`src/rtl/arb2_64bit_pkg.sv`:
```
`default_nettype none
// ============================================================================
// Module      : arb2_64bit_pkg
// Description : Shared width default, source tags and output-stage states.
// Revision    : 1.0 - initial release
// ============================================================================
package arb2_64bit_pkg;

    localparam int WIDTH_DEFAULT = 64;

    localparam logic SRC_W0 = 1'b0;
    localparam logic SRC_W1 = 1'b1;

    typedef enum logic [0:0] {
        ST_EMPTY = 1'b0,
        ST_FULL  = 1'b1
    } stage_state_t;

endpackage : arb2_64bit_pkg
`default_nettype wire

```
`src/rtl/mux2_64bit.sv`:
```
`default_nettype none
// ============================================================================
// Module      : mux2_64bit
// Description : Plain 2:1 data multiplexer (i_sel=0 -> i_d0, i_sel=1 -> i_d1).
// Revision    : 1.0 - initial release
// ============================================================================
module mux2_64bit #(
    parameter int WIDTH = 64
) (
    input  logic [WIDTH-1:0] i_d0,
    input  logic [WIDTH-1:0] i_d1,
    input  logic             i_sel,
    output logic [WIDTH-1:0] o_y
);

    assign o_y = i_sel ? i_d1 : i_d0;

endmodule : mux2_64bit
`default_nettype wire

```
`src/rtl/arb2_64bit.sv`:
```
`default_nettype none
// ============================================================================
// Module      : arb2_64bit
// Description : Two-source round-robin arbiter feeding a single registered
//               output stage with valid/ready handshakes on every side.
// Revision    : 1.0 - initial release
// ============================================================================
module arb2_64bit
    import arb2_64bit_pkg::*;
#(
    parameter int WIDTH = WIDTH_DEFAULT
) (
    input  logic             clk,
    input  logic             rst,
    input  logic [WIDTH-1:0] w0,
    input  logic             w0_valid,
    output logic             w0_ready,
    input  logic [WIDTH-1:0] w1,
    input  logic             w1_valid,
    output logic             w1_ready,
    output logic [WIDTH-1:0] f,
    output logic             f_valid,
    input  logic             f_ready,
    output logic             s
);

    stage_state_t     r_state;
    stage_state_t     w_state_next;
    logic [WIDTH-1:0] r_f;
    logic             r_s;
    logic             r_last;
    logic             w_grant;
    logic             w_can_load;
    logic             w_load;
    logic [WIDTH-1:0] w_mux_y;

    mux2_64bit #(
        .WIDTH (WIDTH)
    ) u_mux (
        .i_d0  (w0),
        .i_d1  (w1),
        .i_sel (w_grant),
        .o_y   (w_mux_y)
    );

    // Next-state and handshake logic; a tie goes to the source not granted last.
    always_comb begin
        w_state_next = r_state;
        w_grant      = SRC_W0;
        w_can_load   = 1'b0;
        w_load       = 1'b0;
        w0_ready     = 1'b0;
        w1_ready     = 1'b0;

        if (w0_valid && w1_valid) begin
            w_grant = ~r_last;
        end else if (w1_valid) begin
            w_grant = SRC_W1;
        end

        w_can_load = !rst && ((r_state == ST_EMPTY) || f_ready);
        w_load     = w_can_load && (w0_valid || w1_valid);
        w0_ready   = w_load && (w_grant == SRC_W0);
        w1_ready   = w_load && (w_grant == SRC_W1);

        case (r_state)
            ST_EMPTY: begin
                if (w_load) begin
                    w_state_next = ST_FULL;
                end
            end
            ST_FULL: begin
                if (f_ready && !w_load) begin
                    w_state_next = ST_EMPTY;
                end
            end
            default: w_state_next = ST_EMPTY;
        endcase
    end

    // Data, tag and pointer move only on a real load.
    always_ff @(posedge clk) begin
        if (rst) begin
            r_state <= ST_EMPTY;
            r_f     <= '0;
            r_s     <= SRC_W0;
            r_last  <= SRC_W1;
        end else begin
            r_state <= w_state_next;
            if (w_load) begin
                r_f    <= w_mux_y;
                r_s    <= w_grant;
                r_last <= w_grant;
            end
        end
    end

    assign f       = r_f;
    assign s       = r_s;
    assign f_valid = (r_state == ST_FULL);

endmodule : arb2_64bit
`default_nettype wire

```
`config.mk`:
```
export PLATFORM = sky130hd
export DESIGN_NAME = arb2_64bit
export DESIGN_NICKNAME = d
export VERILOG_FILES = /design/src/rtl/arb2_64bit_pkg.sv /design/src/rtl/mux2_64bit.sv /design/src/rtl/arb2_64bit.sv
export SDC_FILE = /design/constraint.sdc
export NUM_CORES = 1
export LEC_CHECK = 0
export CAP_MARGIN = 20
export CORE_UTILIZATION = 40
export CTS_CLUSTER_SIZE = 10
export DETAILED_ROUTE_END_ITERATION = 10
export PLACE_DENSITY_LB_ADDON = 0.15
export SYNTH_ARGS = -nofsm -noshare
export SYNTH_HDL_FRONTEND = slang
export SYNTH_SLANG_ARGS = --single-unit
export TNS_END_PERCENT = 1
```
`constraint.sdc`:
```
create_clock -name clk -period 3.8 [get_ports clk]
set_clock_uncertainty 0.05 [all_clocks]
set_input_delay 1.14 -clock clk [delete_from_list [all_inputs] [get_ports clk]]
set_output_delay 1.14 -clock clk [all_outputs]
set_load 0.005 [all_outputs]
```
# Yosys cells after proc, flatten, opt, wreduce, memory -nomap -nowiden
# Index checks and enable logic that the tools add are counted.
# classes
mux,6
div,0
order_cmp,0
n_mul,0
n_reduce_logical,10
n_addsub,0
shifts,0
n_eq_ne,0
n_bitwise,3
# ops
cell,count
$mux W64,1
$logic_and A1 B1 Y1,6
$mux W1,4
$not A1 Y1,3
$logic_not A1 Y1,2
$logic_or A1 B1 Y1,2
$pmux W1 S2,1
# totals
in_bits,133
latchBits,0
mem_count,0
reg_bits,67
ramBits,0
elab_cells,23
romBits,0
out_inout_bits,68

# Logic depth before layout (Yosys ltp)
# depth
depth_word,8
depth_mapped,6
ltp_nobuf,3

# By module
# From an unflattened synthesis, not the netlist that was laid out.
# hier_totals
hier_cells,369
area_unflattened_um2,3676.0
# modules_own_cells
mod,cells_per_inst,seq_area_each_um2,instances,area_each_um2
arb2_64bit,298,1341.3,1,2598.7
mux2_64bit,71,0.0,1,1077.3

# Least setup slack after synthesis
# Ideal clock, no wire load.
# synth_path
path_kind,input port to output port
from,in rst
to,out w1_ready
setup_slack_ns,0.861
path_stages,2
arrival_time_ns,1.749
required_time_ns,2.610
n_path_buf,1
cell_sequence,buf_2 nor4_1
# synth_between
elab_chain_len,4
# synth_rtl
item,line,text
"start, declared",arb2_64bit.sv:14,"input logic rst,"
$logic_not A1 Y1,arb2_64bit.sv:61,w_can_load = !rst && ((r_state == ST_EMPTY) || f_ready);
$logic_and A1 B1 Y1,arb2_64bit.sv:61,
$logic_and A1 B1 Y1,arb2_64bit.sv:62,w_load = w_can_load && (w0_valid || w1_valid);
$logic_and A1 B1 Y1,arb2_64bit.sv:64,w1_ready = w_load && (w_grant == SRC_W1);
"end, declared",arb2_64bit.sv:20,"output logic w1_ready,"
# Every way passes these cells.

# Final worst setup path
# layout_path
from,in w1_valid
to,out w0_ready
# layout_between
elab_chain_len,4
word_cells_on_any_way,7
classes_between,mux (2); bitwise (1); reduce/logical (4)
# layout_rtl
item,line,text
"start, declared",arb2_64bit.sv:19,"input logic w1_valid,"
$mux W1 / $logic_and A1 B1 Y1 (equally long branches),"arb2_64bit.sv:57, arb2_64bit.sv:55",
$mux W1,arb2_64bit.sv:55,if (w0_valid && w1_valid) begin
$not A1 Y1,arb2_64bit.sv:63,w0_ready = w_load && (w_grant == SRC_W0);
$logic_and A1 B1 Y1 (*),arb2_64bit.sv:63,
"end, declared",arb2_64bit.sv:17,"output logic w0_ready,"
# Every way passes the cells marked *; elsewhere a longest branch is shown, timed or not.

==> impl_metrics.toml <==
[final_layout]
post_route_cells_drive_above_1_share_pct = 6.35
area_growth_pct = 68.6
commonest_non_fill_non_tap_cell_in_the_layout = "sky130_fd_sc_hd__clkdlybuf4s50_1"
n_fill_cell = 610
n_antenna_cell = 0
reg_area_um2 = 1340
final_util_pct = 69.2
finish.net_count = 695
multi_input_area_um2 = 1560
most_frequent_cells_in_the_layout = "sky130_fd_sc_hd__clkdlybuf4s50_1 (196), sky130_fd_sc_hd__nand2_1 (128), sky130_fd_sc_hd__dfxtp_1 (67)"

[logic_synthesis]
number_of_nets_produced_by_synthesis = 520
yosys_register_bits = 67
syn_avg_cell_area_um2 = 8.15
netlist_area_um2 = 3160
yosysTopAreaCell = "sky130_fd_sc_hd__dfxtp_1"
ys_seq_area_share_pct = 42.5
ys.warnings.count = 0
synth_top_area_share_pct = 42.5
synth_top_cells_by_area = "sky130_fd_sc_hd__dfxtp_1 (43%), sky130_fd_sc_hd__a311oi_1 (18%), sky130_fd_sc_hd__nand2_1 (15%), sky130_fd_sc_hd__a31oi_1 (13%), sky130_fd_sc_hd__buf_2 (3.5%)"
synth.distinct_cells = 21
post_synth_inst_count = 387

[die]
die_area_um2 = 8250
placement_rows = 32
dieHeight_um = 90.8
fp.dieW_um = 90.8
floorplan.initialDensity_pct = 41.0
fp.coreArea_um2 = 7690
pin_count = 201

[sta]
rsz0062_at_grt = "false"
period_minus_slack_ps = 3640
max_slew.worst_pin.slew_ps = 758
worst_slew_margin_rel_pct = 49.5
maximum_clock_frequency_ghz = 0.275
slew_violations = 0
finalSetupViolCount = 0
final_min_period_over_clock_period_pct = 95.8
hold_viol_final = 0
layout_setup_ws_ps = 161

[setup_path]
startpoint_class_of_the_critical_path = "input pin"
path_class = "input pin to output pin"
cp_cell_sequence = "clkdlybuf4s50_1 -> buf_4 -> or2_2 -> nand3_1 -> nor2_1 -> dlygate4sd2_1"
critical-path-slowest-cell = "sky130_fd_sc_hd__clkdlybuf4s50_1"
worstPathMaxFanout = 3
worst-endpoint-required_ps = 2610
cp_slowest_stage_delay_ps = 440
cp_data_arrival_time_ps = 2450
end_kind = "output pin"
critical_path_buffer_and_inverter_count = 3
critical-path-top-delay-family = "buffers and inverters"

[detailed_routing]
route.antenna.remaining_nets = 0
detail_route.wl_per_cell_um = 17.1
via_per_inst = 5.71
route.final.wire_length_mm = 11.5
number_of_drc_markers_in_iteration_0 = 178
drtPass1Iterations = 4
detail_route.drc_violations = 0
detailroute.via_count = 3821

[pwr]
swShare_pct = 27.1
irDropWorstVdd_mv = 0.237
power.net_switching_mw = 0.511
power.leakage_nw = 1.95
share_seq_of_total_power_pct = 42.0
intPower_mw = 1.37
power.density_nw_per_um2 = 354
clkPwrFrac_pct = 31.4
comb_power_share_pct = 26.6

[global_route]
globalRouteOverflowTotal = 0
grt_antenna_before_repair = 0
grt_util_met1_pct = 33.7
grt_max_degree = 69
grt_pass1_wl_mm = 18.2
groute.layer.met3.usage_pct = 8.59
via_count_of_the_first_global_routing_pass = 3714
grt-busiest-layer = "met2"
gr-usage-all-layers_pct = 27.4
groute.layer.met2.usage_pct = 44.3

[clock_tree]
cts.sink_count = 67
cts_root_buf = "sky130_fd_sc_hd__clkbuf_8"
clock_path_buffers = 2
worst_setup_hold_path_clk_slew_ps = 80
inserted_clock_buffers = 9
worst_skew_pair.late_latency_ps = 330
clock_tree.htree_level_count = 3
cts_hold_fix_bufs = 0
cts_post_setup_buffers_inserted = 0
tritoncts = "built"

[worst_hold_path]
worstHoldPathType = "flip-flop to flip-flop"

[place]
pre_cts_ws_ps = -103
place.detailed.hpwl_mm = 6.92
number_of_port_buffers = 200
gp_congestion = 0.784

[job]
cap_viol_max_count = 0

[run_status]
outcome = "finished, final reports clean"
[sequential cells by signal, indices dropped and copies added, names as in the netlist]
register  flops
f_valid       1
s             1
f            64
r_last        1
[power by group through the flow]
stage,clock [mW],combinational [mW],sequential [mW]
3_3_place_gp,0,0.494,0.805
4_1_cts,0.599,0.501,0.793
6_report,0.591,0.501,0.792
5_1_grt,0.637,0.542,0.800
2_1_floorplan,0,0.203,0.811
3_5_place_dp,0,0.499,0.808
[cell usage after synthesis (all sizes together)]
cell    count
a211o       1
a21bo       1
a21boi      1
a21oi       1
a311oi     64
a31oi      64
buf        36
clkbuf     13
dfxtp      67
inv         1
nand2     128
nand2b      1
nand3       1
nor2        2
nor2b       1
nor3        1
nor4        1
o21a        1
o31a        1
or2         1
[worst reg2reg max path, cell delays in order (launching register included)]
cell and delay (ps):
sky130_fd_sc_hd__dfxtp_1 400, sky130_fd_sc_hd__a21bo_2 180, sky130_fd_sc_hd__buf_4 560, sky130_fd_sc_hd__nand2_1 180, sky130_fd_sc_hd__a311oi_1 300
[area by class of cell]
cell class | count | share of cell area (%)
flip-flops and latches | 67 | 25.2
multi-input cells | 270 | 29.4
repair buffers | 213 | 39.3
clock inverters | 5 | 0.988
inverters | 1 | 0.0706
well taps | 102 | 2.40
clock buffers | 11 | 2.66
[routing by layer]
layer / share of wire [%] / up-vias
li1: - / 1802
met1: 39 / 1804
met2: 49 / 192
met3: 9.7 / 23
met4: 2.2 / 0
met5: 0 / -
[final timing paths]
kind / start / to / slack [ps] / depth (start not counted)
hold reg to reg: f[14]$_SDFFE_PP0P_ / f[14]$_SDFFE_PP0P_ / 500 / 2
hold / removal: f[14]$_SDFFE_PP0P_ / f[14]$_SDFFE_PP0P_ / 500 / 2
setup reg to reg: r_last$_SDFFE_PP1P_ / f[15]$_SDFFE_PP0P_ / 2040 / 4
setup / recovery: w1_valid / w0_ready / 160 / 6
[kinds of logic (layout without fill, tap and decap cells)]
logic type	Yosys count	count (layout)	synth area share (%)
compound gates	134	134	32.1
simple gates	136	136	16.9
buf+inv	50	230	8.49
flops	67	67	42.5
[what timing repair did]
action | 4_1_cts | 5_1_grt
gates resized for setup | 4 | 0
hold endpoints to repair | 0 | 0
endpoints found under the setup margin | 2 | 0
[stage by stage]
stage	hold slack [ps]	cell area (µm²)	std cells	total power [mW]	TNS, ps
floorplan	431	3160	387	1.01	0
global placement	480	5120	653	1.30	-77.1
detailed placement	491	5120	653	1.31	-136
CTS	501	5320	669	1.89	0
global route	514	5320	669	1.98	0
finish	499	5320	669	1.88	0
(Power assumes the default switching activity.)
